<file path="src/rtl/abus_pkg.sv">
// Shared types for the ABUS master sequencer: command opcodes and sequencer FSM states.
package abus_pkg;

    typedef enum logic [1:0] {
        OP_READ  = 2'b00,
        OP_WRITE = 2'b01,
        OP_RMW   = 2'b10,
        OP_RSVD  = 2'b11
    } abus_op_t;

    typedef enum logic [2:0] {
        IDLE   = 3'd0,
        RD     = 3'd1,
        WR     = 3'd2,
        RMW_RD = 3'd3,
        RMW_WR = 3'd4,
        RESP   = 3'd5
    } abus_state_t;

endpackage

</file>
<file path="src/rtl/abus_cmd_fifo.sv">
// Command FIFO: DEPTH entries (power of two), extra pointer MSB tells full from empty on wrap.
module abus_cmd_fifo #(
    parameter int WIDTH = 8,
    parameter int DEPTH = 4
) (
    input  logic             clk,
    input  logic             rst,
    input  logic             push,
    input  logic [WIDTH-1:0] push_data,
    input  logic             pop,
    output logic [WIDTH-1:0] pop_data,
    output logic             full,
    output logic             empty
);

    localparam int AW = $clog2(DEPTH);

    logic [WIDTH-1:0] mem [DEPTH];
    logic [AW:0]      wr_ptr;
    logic [AW:0]      rd_ptr;

    assign empty    = (wr_ptr == rd_ptr);
    assign full     = (wr_ptr[AW] != rd_ptr[AW]) && (wr_ptr[AW-1:0] == rd_ptr[AW-1:0]);
    assign pop_data = mem[rd_ptr[AW-1:0]];

    always_ff @(posedge clk or posedge rst) begin
        if (rst) begin
            wr_ptr <= '0;
            rd_ptr <= '0;
        end else begin
            if (push && !full)
                wr_ptr <= wr_ptr + 1'b1;
            if (pop && !empty)
                rd_ptr <= rd_ptr + 1'b1;
        end
    end

    // Storage needs no reset: an entry is only read after it has been written.
    always_ff @(posedge clk) begin
        if (push && !full)
            mem[wr_ptr[AW-1:0]] <= push_data;
    end

endmodule

</file>
<file path="src/rtl/abus_master_sequencer.sv">
// ABUS master: queues read/write/RMW commands and runs them one at a time on the bus,
// with a per-strobe timeout. Handshake: a transfer happens on any rising edge where valid && ready.
module abus_master_sequencer #(
    parameter int ADDR_WIDTH = 16,
    parameter int DATA_WIDTH = 16,
    parameter int CMD_DEPTH  = 4,
    parameter int TIMEOUT    = 255
) (
    input  logic                  abus_clk,
    input  logic                  abus_rst,
    input  logic                  cmd_valid,
    output logic                  cmd_ready,
    input  logic [1:0]            cmd_op,
    input  logic [ADDR_WIDTH-1:0] cmd_addr,
    input  logic [DATA_WIDTH-1:0] cmd_wdata,
    input  logic [DATA_WIDTH-1:0] cmd_wmask,
    output logic                  rsp_valid,
    input  logic                  rsp_ready,
    output logic [DATA_WIDTH-1:0] rsp_rdata,
    output logic                  rsp_err,
    output logic                  rsp_timeout,
    output logic                  bus_write,
    output logic                  bus_read,
    output logic [ADDR_WIDTH-1:0] bus_address,
    output logic [DATA_WIDTH-1:0] bus_wdata,
    input  logic                  bus_done,
    input  logic                  bus_new_rdata,
    input  logic                  bus_err,
    input  logic [DATA_WIDTH-1:0] bus_rdata,
    output logic [2:0]            dbg_state
);
    import abus_pkg::*;

    localparam int FW = 2 + ADDR_WIDTH + 2 * DATA_WIDTH;
    localparam int CW = $clog2(TIMEOUT + 1);
    localparam logic [CW-1:0] CNT_LAST = CW'(TIMEOUT - 1);

    abus_state_t           state;
    logic                  rdy_en;
    logic [CW-1:0]         cnt;
    logic [DATA_WIDTH-1:0] wdata_q;
    logic [DATA_WIDTH-1:0] wmask_q;

    logic                  fifo_full;
    logic                  fifo_empty;
    logic                  fifo_pop;
    logic [FW-1:0]         fifo_dout;
    abus_op_t              head_op;
    logic [ADDR_WIDTH-1:0] head_addr;
    logic [DATA_WIDTH-1:0] head_wdata;
    logic [DATA_WIDTH-1:0] head_wmask;

    // rdy_en keeps cmd_ready low during reset and lets it rise on the first edge after release.
    assign cmd_ready = rdy_en && !fifo_full;
    assign fifo_pop  = (state == IDLE) && !fifo_empty;
    assign dbg_state = state;

    assign head_op    = abus_op_t'(fifo_dout[FW-1 -: 2]);
    assign head_addr  = fifo_dout[2*DATA_WIDTH +: ADDR_WIDTH];
    assign head_wdata = fifo_dout[DATA_WIDTH +: DATA_WIDTH];
    assign head_wmask = fifo_dout[0 +: DATA_WIDTH];

    abus_cmd_fifo #(.WIDTH(FW), .DEPTH(CMD_DEPTH)) u_cmd_fifo (
        .clk       (abus_clk),
        .rst       (abus_rst),
        .push      (cmd_valid && cmd_ready),
        .push_data ({cmd_op, cmd_addr, cmd_wdata, cmd_wmask}),
        .pop       (fifo_pop),
        .pop_data  (fifo_dout),
        .full      (fifo_full),
        .empty     (fifo_empty)
    );

    always_ff @(posedge abus_clk or posedge abus_rst) begin
        if (abus_rst) begin
            state       <= IDLE;
            rdy_en      <= 1'b0;
            cnt         <= '0;
            wdata_q     <= '0;
            wmask_q     <= '0;
            bus_read    <= 1'b0;
            bus_write   <= 1'b0;
            bus_address <= '0;
            bus_wdata   <= '0;
            rsp_valid   <= 1'b0;
            rsp_rdata   <= '0;
            rsp_err     <= 1'b0;
            rsp_timeout <= 1'b0;
        end else begin
            rdy_en <= 1'b1;
            case (state)
                IDLE: begin
                    if (!fifo_empty) begin
                        cnt         <= '0;
                        bus_address <= head_addr;
                        wdata_q     <= head_wdata;
                        wmask_q     <= head_wmask;
                        rsp_rdata   <= '0;
                        rsp_err     <= 1'b0;
                        rsp_timeout <= 1'b0;
                        case (head_op)
                            OP_READ:  begin bus_read <= 1'b1; state <= RD; end
                            OP_WRITE: begin bus_write <= 1'b1; bus_wdata <= head_wdata; state <= WR; end
                            OP_RMW:   begin bus_read <= 1'b1; state <= RMW_RD; end
                            default:  begin rsp_valid <= 1'b1; rsp_err <= 1'b1; state <= RESP; end
                        endcase
                    end
                end
                RD, RMW_RD: begin
                    // Error beats data; data beats a simultaneous timeout.
                    if (bus_err) begin
                        bus_read  <= 1'b0;
                        rsp_valid <= 1'b1;
                        rsp_err   <= 1'b1;
                        state     <= RESP;
                    end else if (bus_new_rdata) begin
                        bus_read  <= 1'b0;
                        rsp_rdata <= bus_rdata;
                        if (state == RMW_RD) begin
                            bus_write <= 1'b1;
                            bus_wdata <= (bus_rdata & ~wmask_q) | (wdata_q & wmask_q);
                            cnt       <= '0;
                            state     <= RMW_WR;
                        end else begin
                            rsp_valid <= 1'b1;
                            state     <= RESP;
                        end
                    end else if (cnt == CNT_LAST) begin
                        bus_read    <= 1'b0;
                        rsp_valid   <= 1'b1;
                        rsp_err     <= 1'b1;
                        rsp_timeout <= 1'b1;
                        state       <= RESP;
                    end else begin
                        cnt <= cnt + CW'(1);
                    end
                end
                WR, RMW_WR: begin
                    if (bus_err || bus_done) begin
                        bus_write <= 1'b0;
                        rsp_valid <= 1'b1;
                        rsp_err   <= bus_err;
                        state     <= RESP;
                    end else if (cnt == CNT_LAST) begin
                        bus_write   <= 1'b0;
                        rsp_valid   <= 1'b1;
                        rsp_err     <= 1'b1;
                        rsp_timeout <= 1'b1;
                        state       <= RESP;
                    end else begin
                        cnt <= cnt + CW'(1);
                    end
                end
                RESP: begin
                    if (rsp_ready) begin
                        rsp_valid <= 1'b0;
                        state     <= IDLE;
                    end
                end
                default: state <= IDLE;
            endcase
        end
    end

endmodule

</file>
<file path="config.mk">
export PLATFORM = sky130hd
export DESIGN_NAME = abus_master_sequencer
export DESIGN_NICKNAME = d
export VERILOG_FILES = /design/src/rtl/abus_pkg.sv /design/src/rtl/abus_cmd_fifo.sv /design/src/rtl/abus_master_sequencer.sv
export SDC_FILE = /design/constraint.sdc
export NUM_CORES = 1
export LEC_CHECK = 0
export BUFFER_PORTS_ARGS = -buffer_cell sky130_fd_sc_hd__buf_4
export CORE_ASPECT_RATIO = 0.75
export CORE_MARGIN = 1.5
export CORE_UTILIZATION = 35
export DETAILED_ROUTE_END_ITERATION = 7
export GPL_TIMING_DRIVEN = 0
export PLACE_DENSITY = 0.55
export RECOVER_POWER = 50
export SYNTH_ARGS = -nofsm -noshare
export SYNTH_HDL_FRONTEND = slang
export SYNTH_SLANG_ARGS = --single-unit
export TNS_END_PERCENT = 100
</file>
<file path="constraint.sdc">
create_clock -name abus_clk -period 4.95 [get_ports abus_clk]
set_input_delay 0.7425 -clock abus_clk [delete_from_list [all_inputs] [get_ports abus_clk]]
set_output_delay 0.7425 -clock abus_clk [all_outputs]
set_load 0.005 [all_outputs]
</file>
* Yosys cells after proc, flatten, opt, wreduce, memory -nomap -nowiden
Memories as Yosys holds them, arrays and structs flattened.
Index checks and enable logic that the tools add are counted.
** Storage, ports and cells
- Logic and storage cells :: 141
- Memory bits (writable) :: 200
- Memories kept :: 1
- Output and inout port bits :: 57
- Input bits :: 73
- Register bits after elaboration :: 103
** Operators by class
- Add/sub/neg operators :: 3
- Multiplexer cells :: 63
- Bitwise logic cells :: 5
- Equality and inequality tests :: 26
- Reduce and logical (&&, ||, !) cells :: 28
** Memory list
- u_cmd_fifo.mem :: words 4, width 50, rd ports 1, clocked after Yosys merged registers in 0, wr ports 1, RTL line abus_cmd_fifo.sv:18 : logic [WIDTH-1:0] mem [DEPTH];
** Operators with widths (count)
- $mux W16 :: 8
- $pmux W16 S2 :: 2
- $mux W8 :: 6
- $mux W1 :: 33
- $and A16 B16 Y16 :: 2
- $pmux W8 S3 :: 1
- $mux W3 :: 6
- $ne A2 B2 Y1 const B :: 9
- $not A16 Y16 :: 1
- $or A16 B16 Y16 :: 1
- $reduce_and A5 Y1 :: 3
- $pmux W3 S4 :: 1
- $ne A3 B3 Y1 const B :: 3
- $pmux W1 S3 :: 3
- $pmux W3 S3 :: 1
- $add A8 B1 Y8 const B :: 1
- $eq A8 B8 Y1 const B :: 1
- $ne A4 B4 Y1 const B :: 2
- $reduce_and A4 Y1 :: 2
- $reduce_and A7 Y1 :: 1
- $add A3 B1 Y3 const B :: 2
- $eq A3 B2 Y1 const B :: 2
- $eq A3 B3 Y1 const B :: 2
- $logic_and A1 B1 Y1 :: 6
- other kinds (22) :: 26

* Depth between registers and ports, before layout
Gate-level depths: netlist of run 1.
- Word-level depth :: 8
- Mapped depth :: 11
- Depth with buffers taken out :: 7

* Cells and area by module
From an unflattened synthesis of run 1, not the netlist that was laid out.
** Second synthesis, totals
- Cell total of the unflattened synthesis :: 732
- Area, all modules :: 12325.6 um^2
** Modules (own cells, without submodules)
- abus_cmd_fifo :: times used 1, seq. area each 6155.9 um^2, area each 7737.4 um^2, cells each 311
- abus_master_sequencer :: times used 1, seq. area each 2427.3 um^2, area each 4588.2 um^2, cells each 421

* Worst setup path before layout of run 1
No wires, ideal clock.
- Path type :: flip-flop to flip-flop
- From :: register u_cmd_fifo.rd_ptr[0]
- To :: register bus_wdata[0]
- Buffers on the path :: 5
- Data required time :: 4.825 ns
- Library setup time :: 0.125 ns
- Stages on the path, launching flop included :: 12
- Path slack :: 2.159 ns
- Clock period less this slack :: 2.791 ns
- Arrival time :: 2.666 ns
- Path through :: dfrtp_1 -> buf_6 -> buf_2 -> buf_2 -> mux4_2 -> inv_1 -> ha_1 -> nor2b_1 -> a32o_1 -> buf_6 -> buf_12 -> mux2_4
** On the way
- Cells in the longest elaborated chain, start to end :: 4
- Elaborated cells between the ends (all ways) :: 9
- Classes of those cells :: eq/ne (4); mux (3); reduce/logical (1); memory (1)
** RTL lines
- start, declared :: RTL line abus_cmd_fifo.sv:20 : logic [AW:0] rd_ptr;
- start signal, assigned :: RTL line abus_cmd_fifo.sv:34 : rd_ptr <= rd_ptr + 1'b1;
- $mem_v2 Z4 W50
- $eq A2 B1 Y1 or $mux W16 (tied branches) :: RTL line abus_master_sequencer.sv:101 : case (head_op)
- $ne A2 B1 Y1 (no source line) or $mux W16 (tied branches)
- $reduce_and A6 Y1 (no source line) or $pmux W16 S2 (tied branches)
- end signal, assigned :: RTL line abus_master_sequencer.sv:121 : bus_wdata <= (bus_rdata & ~wmask_q) | (wdata_q & wmask_q);
- end, declared :: RTL line abus_master_sequencer.sv:25 : output logic [DATA_WIDTH-1:0] bus_wdata,
Several ways; a longest one is shown, not always the timed one. The select of a mux whose other input is x is not followed.
A chain may end at the register's enable or synchronous reset.

* Worst setup path in the final report of run 1
- From :: register u_cmd_fifo.rd_ptr[0]
- To :: register bus_wdata[8]
The elaborated chain is that of the path after synthesis.

==> metrics, run 1 <==
count of cell types in the netlist=49; min-delay worst type=primary input to async pin; GR peak layer=met2; HPWL Detailed=between 15 and 20 mm; Post-Syn Nets=between 800 and 900; Worst-path clk slew=0.07 ns; Setup-failing EPs final=0; met3 GRT Util=0.03849; total core area=33890 µm²; Detail Route Antenna Nets=0; Initial Util=0.3589; failing checks=capacitance limit, slew limit; Area Overhead vs Synth=19.12%; GR Util met1=0.2345; Slew Limit Fails=a little under 90; port bufs=128; Placed Area=about 14000 µm²; layout cells sized above 1=0.2136; CTS resizes=0; endpoints failing hold=0; DRC violations left=0; die width=218.2 µm; Overflow after GRT=0; via count=around 7000; design area=~14000 µm²; Post-Route WL=28.98 mm; first-pass GRT wire length=around 44 mm; Fin Setup TNS=0 ns; Die Height=around 160 µm; Critical Path Start Type=register; Max Buffers Root-to-Sink=3; number of DRC markers in iteration 0=530; final worst path period need=3.775 ns; top-count cell post-synth=nand2_1; wire length per cell after detailed routing=between 15 and 20 µm; top post-synthesis cells by count=209 x nand2_1, 200 x edfxtp_1, 103 x dfrtp_1; worst-margin pin slew=2.403 ns; Worst Path Max Fanout=10; area of the mapped netlist=roughly 12000 µm²; CTS tree=done; Global Route Usage Sum=0.1639; PD cells=between 500 and 600 nW/µm²; largest net degree at the start of global routing=between 80 and 90; FMAX=around 260 MHz; clk_skew=roughly 0.027 ns; Clock Tree Root=clkbuf_16; warnings from Yosys=0; P_leak=roughly 5.6 nW; Die Footprint=~36000 µm²; sequential area share after synthesis=0.7058; relative slew slack=-0.6020; Synth Flop Type=edfxtp_1; Mapped Cells=812; Initial DRT Pass Iterations=5; CTS Buf Count=30; met2 Use GR=0.2567; crit path DAT=between 4 and 5 ns; Setup Buffers After CTS=0; largest cells by area after synthesis=edfxtp_1 49%, dfrtp_1 21%, mux4_2 9.3%; GP Congestion=roughly 0.83; number of synthesized register bits=a little over 300; EDFF count, synth=200; final period utilization=0.7627; synthesized area per cell=~15 µm²; Worst EP required=~5.4 ns; CTS H-Tree Depth=1; WS Path Type=register to register; peak supply drop=between 0.3 and 0.4 mV; number of max-cap violations=1; vias in the first global route=7210; hold buffer count at cts=0; CTS sink cnt=a little over 300; Synth area leader=edfxtp_1; via/cell ratio=a little under 5; Clock Latency Late Sink=~0.59 ns; unrepaired setup endpoints after global routing=false; initial antenna violation count=5; Crit. End Element=register; outcome=complete, but fails checks; async set or reset register ratio after synthesis=0.3399; share of the synthesized area in the top cell type=0.4938; cell row count=58; Final Net Count=about 1100; # IOs=130
final cells by class:
type	count	area, µm²
Fill cell	3096	19400
Sequential cell	303	8583
Multi-Input combinational cell	451	3323
Clock buffer	52	914.6
Timing Repair Buffer	129	778.2
Tap cell	450	563.0
Buffer	44	215.2
Inverter	14	53.80
Clock inverter	4	47.55
Antenna cell	3	7.507
worst max-delay path: stages, from the launching register on:
cell and delay, ns:
dfrtp_1 0.35, clkbuf_1 0.57, buf_2 0.42, buf_2 0.43
mux4_2 0.62, inv_1 0.09, ha_1 0.16, nor2b_1 0.13
a32o_1 0.20, buf_6 0.18, buf_12 0.17, mux2_4 0.30
routing by layer:
layer / up-vias / part of all wire
met5: - / 0.00093
met4: 4 / 0.019
met3: 38 / 0.054
met2: 154 / 0.46
met1: 3554 / 0.47
li1: 3295 / -
where the power goes:
part	switching, mW	total, mW	internal [mW]
logic	1.59	2.86	1.27
registers	0.294	3.60	3.30
clock network	0.951	2.20	1.25
metrics by stage:
stage,total power [mW],utilization,instances,hold slack [ns],setup WS [ns]
finish,8.661,0.4275,1450,0.2804,1.175
CTS,8.803,0.4338,1447,0.08392,1.462
detailed placement,6.587,0.4054,1391,0.4619,1.488
global route,9.183,0.4273,1448,0.3275,0.8911
floorplan,5.437,-,812,0.4455,1.504
global placement,6.572,0.4038,1390,0.4570,-0.2294
cells by family (layout without fill, tap and decap cells):
kind of cell / Yosys count / count (layout) / synth area share
AO/OA/AOI/OAI: 86 / 86 / 0.04177
buffers and inverters: 58 / 243 / 0.02263
XOR/XNOR: 9 / 9 / 0.006481
adder cells (fa/ha/maj): 9 / 9 / 0.009259
other: 1 / 4 / 0.0003083
AND/OR/NAND/NOR: 261 / 261 / 0.08786
multiplexers: 85 / 85 / 0.1259
flip-flops: 303 / 303 / 0.7058
cells in the final DEF, fill, tap and decap left out, drive strengths merged, types with 2 or more instances in the layout:
cell and count:
o32ai 2, xnor2 5, a21oi 13, and3 4, o22ai 2, a22o 2, or3 2, dfrtp 103
a31oi 2, mux4 50, clkbuf 156, ha 9, diode 3, nor3 6, buf 69, nor2 17
nand2b 5, or2 3, mux2i 18, xor2 4, nand2 209, inv 14, o21ai 49, o31ai 2
clkinv 3, nand3 6, nor3b 2, a21o 3, nor2b 4, edfxtp 200, mux2 17, o41ai 2
a32o 2
final timing paths:
path | start | end | slack (ns) | cells past startpoint
worst max-delay path | u_cmd_fifo.rd_ptr[0] | bus_wdata[8] | 1.17 | 11
worst min register to register | wdata_q[7] | wdata_q[7] | 0.48 | 2
max in group asynchronous | abus_rst | rsp_rdata[3] | 1.92 | 3
worst max register to register | u_cmd_fifo.rd_ptr[0] | bus_wdata[8] | 1.17 | 11
worst min-delay path | abus_rst | cnt[2] | 0.28 | 2
min in group abus_clk | bus_rdata[14] | rsp_rdata[14] | 0.38 | 3
flip-flops by register name, indices dropped and copies added, names as in the netlist:
signal             cells
bus_read               1
u_cmd_fifo.wr_ptr      3
rsp_valid              1
dbg_state              3
wdata_q               16
rdy_en                 1
cnt                    8
rsp_rdata             16
u_cmd_fifo.rd_ptr      3
u_cmd_fifo.mem       200
rsp_timeout            1
bus_write              1
wmask_q               16
rsp_err                1
bus_address           16
bus_wdata             16
Power figures use the tool's default switching activity.
==> inputs of run 2 (changes only) <==
Settings changed: ABC_AREA set to 1.
Clock period 4.95 ns to 3.9 ns, I/O delays scaled along.
==> metrics, run 2 <==
outcome=completed; Overflow after GRT=0 (unchanged); first-pass GRT wire length=50.79 mm (+17%); Fin Setup TNS=0 ns (unchanged); Clock Tree Root=clkbuf_16; worst slack, placed=0.8512 ns (-0.6366 ns); Reg area=8583 µm² (unchanged); Inst Count DP=1772 (+27%); GP Congestion=0.8542 (+3.2%); peak supply drop=0.3172 mV (+5.5%); top post-synthesis cells by count=394 x nand2_1, 200 x edfxtp_1, 112 x o21ai_0; endpoints failing hold=0 (unchanged); Slew Limit Fails=0 (-100%); most common cell after layout, fill and taps aside=nand2_1; CTS H-Tree Depth=1 (unchanged); crit path DAT=3.48 ns (-0.74 ns); Detail Route Antenna Nets=0 (unchanged); EDFF count, synth=200 (unchanged); hold buffer count at cts=1 (+1); hold_ws=0.2227 ns (-0.05762 ns); largest net degree at the start of global routing=84 (-4.5%); number of DRC markers in iteration 0=836 (+58%); wire length per cell after detailed routing=18.05 µm (-9.7%); relative slew slack=0.2927 (+0.8947); Synth area leader=edfxtp_1; share of the synthesized area in the top cell type=0.4802 (-0.01359); unrepaired setup endpoints after global routing=false; layout cells sized above 1=0.1311 (-0.08254); via/cell ratio=4.817 (-0.86%); Worst EP required=4.35 ns (-1.05 ns); commonest cells after routing, fill and taps aside=394 x nand2_1, 200 x edfxtp_1, 112 x o21ai_0; final worst path period need=3.033 ns (-0.7427 ns); Crit. End Element=register; worst-margin pin slew=1.055 ns (-1.348 ns); post-route worst setup slack=0.8672 ns (-0.3073 ns); Initial Util=0.3582 (-0.0007031); Die Footprint=36890 µm² (+2.8%); CTS Buf Count=31 (+3.3%); clk_skew=0.007755 ns (-0.01921 ns); # IOs=130 (unchanged); Setup Buffers After CTS=0 (unchanged); top-count cell post-synth=nand2_1; sequential area share after synthesis=0.6863 (-0.01942); final cell count without fillers=1831 (+26%); Hold Crit Depth=3; Post-Syn Nets=1262 (+41%); Max stage delay cell, worst path=dfrtp_1; warnings from Yosys=0 (unchanged); HPWL Detailed=22.57 mm (+21%); design area=15060 µm² (+3.9%); Die Height=166.7 µm (+1.4%); Worst Path Max Fanout=10 (unchanged); total power=11.95 mW (+38%); initial antenna violation count=3 (-2); CTS sink cnt=303 (unchanged); Placed Area=14220 µm² (+3.5%); async set or reset register ratio after synthesis=0.3399 (unchanged); total core area=34920 µm² (+3.0%); vias in the first global route=8449 (+17%); Worst path max stage delay=0.40 ns (-0.22 ns); Critical Path Start Type=register; Final Net Count=1431 (+36%); Global Route Usage Sum=0.1778 (+0.01388); Post-Route WL=33.04 mm (+14%); min-delay worst type=primary input to register; Initial DRT Pass Iterations=5 (unchanged); number of max-cap violations=0 (-1); Area Overhead vs Synth=20.39%; CTS tree=done; Mapped Cells=1180 (+45%); Synth Flop Type=edfxtp_1; Setup-failing EPs final=0 (unchanged); cell row count=59 (+1.7%); multi-input logic area=3432 µm² (+3.3%); Worst-path clk slew=0.06 ns (about the same); # fillers=3376 (+9.0%); area of the mapped netlist=12510 µm² (+2.8%); via count=8820 (+25%); final period utilization=0.7776 (+0.01491); flip-flop count of the largest register after layout=200 (unchanged); FMAX=329.7 MHz (+24%); Clock Latency Late Sink=0.58 ns (about the same); PD cells=794.0 nW/µm² (+33%); synthesized area per cell=10.60 µm² (-29%); crit-path most repeated cell=buf_2; port bufs=129 (+0.78%); WS Path Type=register to register; number of synthesized register bits=303 (unchanged); Core Util, Final=0.4312 (+0.003729); CTS resizes=0 (unchanged); DRC violations left=0 (unchanged); P_leak=6.242 nW (+12%); largest cells by area after synthesis=edfxtp_1 48%, dfrtp_1 21%, nand2_1 12%; count of cell types in the netlist=34 (-31%); die width=221.3 µm (+1.4%); r2r worst-path depth=13 (+2); Max Buffers Root-to-Sink=3 (unchanged); crit-path cells=inv_1 -> buf_2 -> buf_2 -> buf_2 -> nand2_1 -> a32oi_1 -> inv_1 -> ha_1 -> a21oi_1 -> nor2_1 -> nand3_2 -> buf_2 -> o21ai_0
==> run 2: cell types whose count changed after synthesis, moves of 44 or more <==
cell,before,now
mux4_2,50,0
nor2_1,17,94
nand2_1,209,394
inv_1,14,58
o21ai_0,49,112
nand3_1,6,61
==> run 2: cell families after synthesis <==
kind of cell,synth area share
compound gates,0.07694
xor+xnor,0.003502
fa+ha+maj,0.009005
buf+inv,0.04162
flops,0.6863
other cells,0.0002999
simple gates,0.1823
==> run 2: worst paths after layout <==
path | from | end | slack [ns]
max reg2reg | u_cmd_fifo.rd_ptr[0] | bus_wdata[1] | 0.87
max | u_cmd_fifo.rd_ptr[0] | bus_wdata[1] | 0.87
max in group asynchronous | abus_rst | wdata_q[7] | 2.23
min in group asynchronous | abus_rst | cnt[4] | 0.76
min | bus_rdata[11] | rsp_rdata[11] | 0.22
min reg2reg | bus_address[2] | bus_address[2] | 0.48
==> run 2: layer usage <==
metal  GRT usage  part of all wire  vias to the layer above
met4     0.03478             0.017                        4
met3     0.03546             0.066                       44
met2      0.2603              0.42                      239
li1            -                 -                     4322
met5           0           0.00061                        -
met1      0.2727              0.49                     4211
==> run 2: worst max-delay path: cells and delay by family (launching register included) <==
family          cells  cell delay, ns
compound gates      3            0.58
flops               1            0.40
simple gates        3            0.30
fa+ha+maj           1            0.23
buf+inv             6            1.39
==> run 2: cell type report <==
class | count | area share
Clock inverter | 17 | 0.01413
Antenna cell | 1 | 0.0001662
Tap cell | 457 | 0.03798
Inverter | 65 | 0.01645
Clock buffer | 40 | 0.05377
Buffer | 53 | 0.01820
Multi-Input combinational cell | 759 | 0.2280
Sequential cell | 303 | 0.5701
Timing Repair Buffer | 136 | 0.06125
==> run 2: power by group <==
part	internal, mW	leakage [nW]	switching [mW]
Sequential	4.17	3.12	0.409
Clock	1.74	0.483	1.26
Combinational	1.51	2.64	2.88
==> inputs of run 3 (changes only) <==
Clock period 3.9 ns to 3.12 ns, I/O delays scaled along.
==> metrics, run 3 (synthesis gave the netlist of run 2 again) <==
outcome=complete, but fails checks; failing checks=capacitance limit, slew limit; total core area=34920 µm² (unchanged); clk_skew=0.02551 ns (+0.01776 ns); number of DRC markers in iteration 0=811 (-3.0%); Clock Tree Root=clkbuf_16; multi-input logic area=3445 µm² (+0.36%); via count=8832 (+0.14%); most common cell after layout, fill and taps aside=nand2_1; final period utilization=0.8738 (+0.09617); DRC violations left=0 (unchanged); Global Route Usage Sum=0.1795 (+0.001725); CTS H-Tree Depth=2 (+1); final worst path period need=2.726 ns (-0.3065 ns); Reg area=8583 µm² (unchanged); Die Footprint=36890 µm² (unchanged); Worst Path Max Fanout=26 (+16); met2 Use GR=0.2518 (-0.008504); GR Util met1=0.2759 (+0.003186); flip-flop count of the largest register after layout=200 (unchanged); die width=221.3 µm (unchanged); P_leak=6.342 nW (+1.6%); commonest cells after routing, fill and taps aside=394 x nand2_1, 200 x edfxtp_1, 112 x o21ai_0; Critical Path Start Type=register; largest net degree at the start of global routing=38 (-55%); endpoints failing hold=0 (unchanged); CTS tree=done; worst-margin pin slew=1.916 ns (+0.8612 ns); # IOs=130 (unchanged); Setup-failing EPs final=0 (unchanged); vias in the first global route=8354 (-1.1%); PD cells=1006 nW/µm² (+27%); Overflow after GRT=0 (unchanged); GR peak layer=met1; Initial Util=0.3582 (unchanged); Area Overhead vs Synth=21.86%; unrepaired setup endpoints after global routing=false; Worst-path clk slew=0.06 ns (about the same); Post-Route WL=33.10 mm (+0.18%); initial antenna violation count=6 (+3); met3 GRT Util=0.04058 (+0.005116); Setup Buffers After CTS=0 (unchanged); Detail Route Antenna Nets=0 (unchanged); Worst EP required=3.33 ns (-1.02 ns); Max Buffers Root-to-Sink=3 (unchanged); HPWL Detailed=22.75 mm (+0.80%); peak supply drop=0.4256 mV (+34%); Slew Limit Fails=36 (+36); relative slew slack=-0.2776 (-0.5703); Final Net Count=1436 (+0.35%); cell row count=59 (unchanged); GP Congestion=0.8718 (+2.1%); port bufs=129 (unchanged); CTS sink cnt=303 (unchanged); Die Height=166.7 µm (unchanged); CTS Buf Count=34 (+9.7%); via/cell ratio=4.800 (-0.35%); WS Path Type=register to register; number of max-cap violations=1 (+1); FMAX=366.8 MHz (+11%); layout cells sized above 1=0.1348 (+0.003683); Fin Setup TNS=0 ns (unchanged); # fillers=3281 (-2.8%); crit path DAT=2.94 ns (-0.54 ns); Clock Latency Late Sink=0.53 ns (-0.05 ns); Initial DRT Pass Iterations=6 (+1); min-delay worst type=primary input to register; wire length per cell after detailed routing=17.99 µm (-0.31%); Crit. End Element=register; hold_ws=0.1693 ns (-0.05346 ns); first-pass GRT wire length=50.72 mm (-0.14%)
[run 3: cell types whose count changed in the layout (fill, tap and decap cells not counted), sizes merged, moves of 2 or more]
cell | previous run | this run
diode | 1 | 3
clkinvlp | 6 | 2
clkbuf | 139 | 145
clkinv | 7 | 11
[run 3: routing by layer]
metal / share of wire / up-vias
met5: 0.0012 / -
met4: 0.018 / 6
met3: 0.062 / 47
met2: 0.41 / 239
met1: 0.51 / 4204
li1: - / 4336
[run 3: worst max-delay path, stage by stage, from the launching register on]
cell and delay [ns]:
dfrtp_1 0.46, inv_2 0.21, nand2_1 0.08, nand2_1 0.07
nor2_2 0.06, nand2_1 0.10, nand3_2 0.30, nor2_4 0.81
buf_12 0.29
[run 3: power breakdown]
group,internal [mW],switching [mW]
logic,1.90,3.61
registers,5.21,0.501
clock network,2.50,1.61
total,9.61,5.72
[run 3: final timing paths]
path | endpoint | depth (start not counted) | startpoint | slack, ns
worst max-delay path | u_cmd_fifo.mem[0][24] | 8 | u_cmd_fifo.rd_ptr[1] | 0.39
worst min-delay path | rsp_rdata[11] | 3 | bus_rdata[11] | 0.17
worst max register to register | u_cmd_fifo.mem[0][24] | 8 | u_cmd_fifo.rd_ptr[1] | 0.39
worst min register to register | rsp_rdata[0] | 2 | rsp_rdata[0] | 0.47
max in group asynchronous | wdata_q[5] | 6 | abus_rst | 0.45
min in group asynchronous | bus_address[8] | 4 | abus_rst | 1.29
[run 3: final cells by class]
| cell class | count | share of cell area |
|---|---|---|
| diodes | 3 | 0.0004926 |
| plain buffers | 52 | 0.01798 |
| clock buffers | 44 | 0.05969 |
| clock inverters | 18 | 0.01552 |
| inverters | 65 | 0.01642 |
| multi-input cells | 759 | 0.2260 |
| flip-flops and latches | 303 | 0.5632 |
| well taps | 457 | 0.03752 |
| repair buffers | 139 | 0.06314 |
[run 3: repair_timing]
item | CTS | global route
hold endpoints to repair | 16 | 0
endpoints found under the setup margin | 0 | 68
resized for setup | 0 | 4
hold buffers | 1 | 0
[run 3: through the flow]
| step | cell area [µm²] | setup WS (ns) | util | std cells | power (mW) |
|---|---|---|---|---|---|
| floorplan | 12510 | -0.4644 | - | 1180 | 9.031 |
| global placement | 14050 | -2.704 | 0.4024 | 1766 | 11.26 |
| detailed placement | 14280 | 0.07595 | 0.4090 | 1775 | 11.38 |
| CTS | 15440 | 0.04377 | 0.4421 | 1838 | 15.53 |
| global route | 15240 | 0.08852 | 0.4364 | 1839 | 16.34 |
| finish | 15240 | 0.3937 | 0.4365 | 1840 | 15.33 |
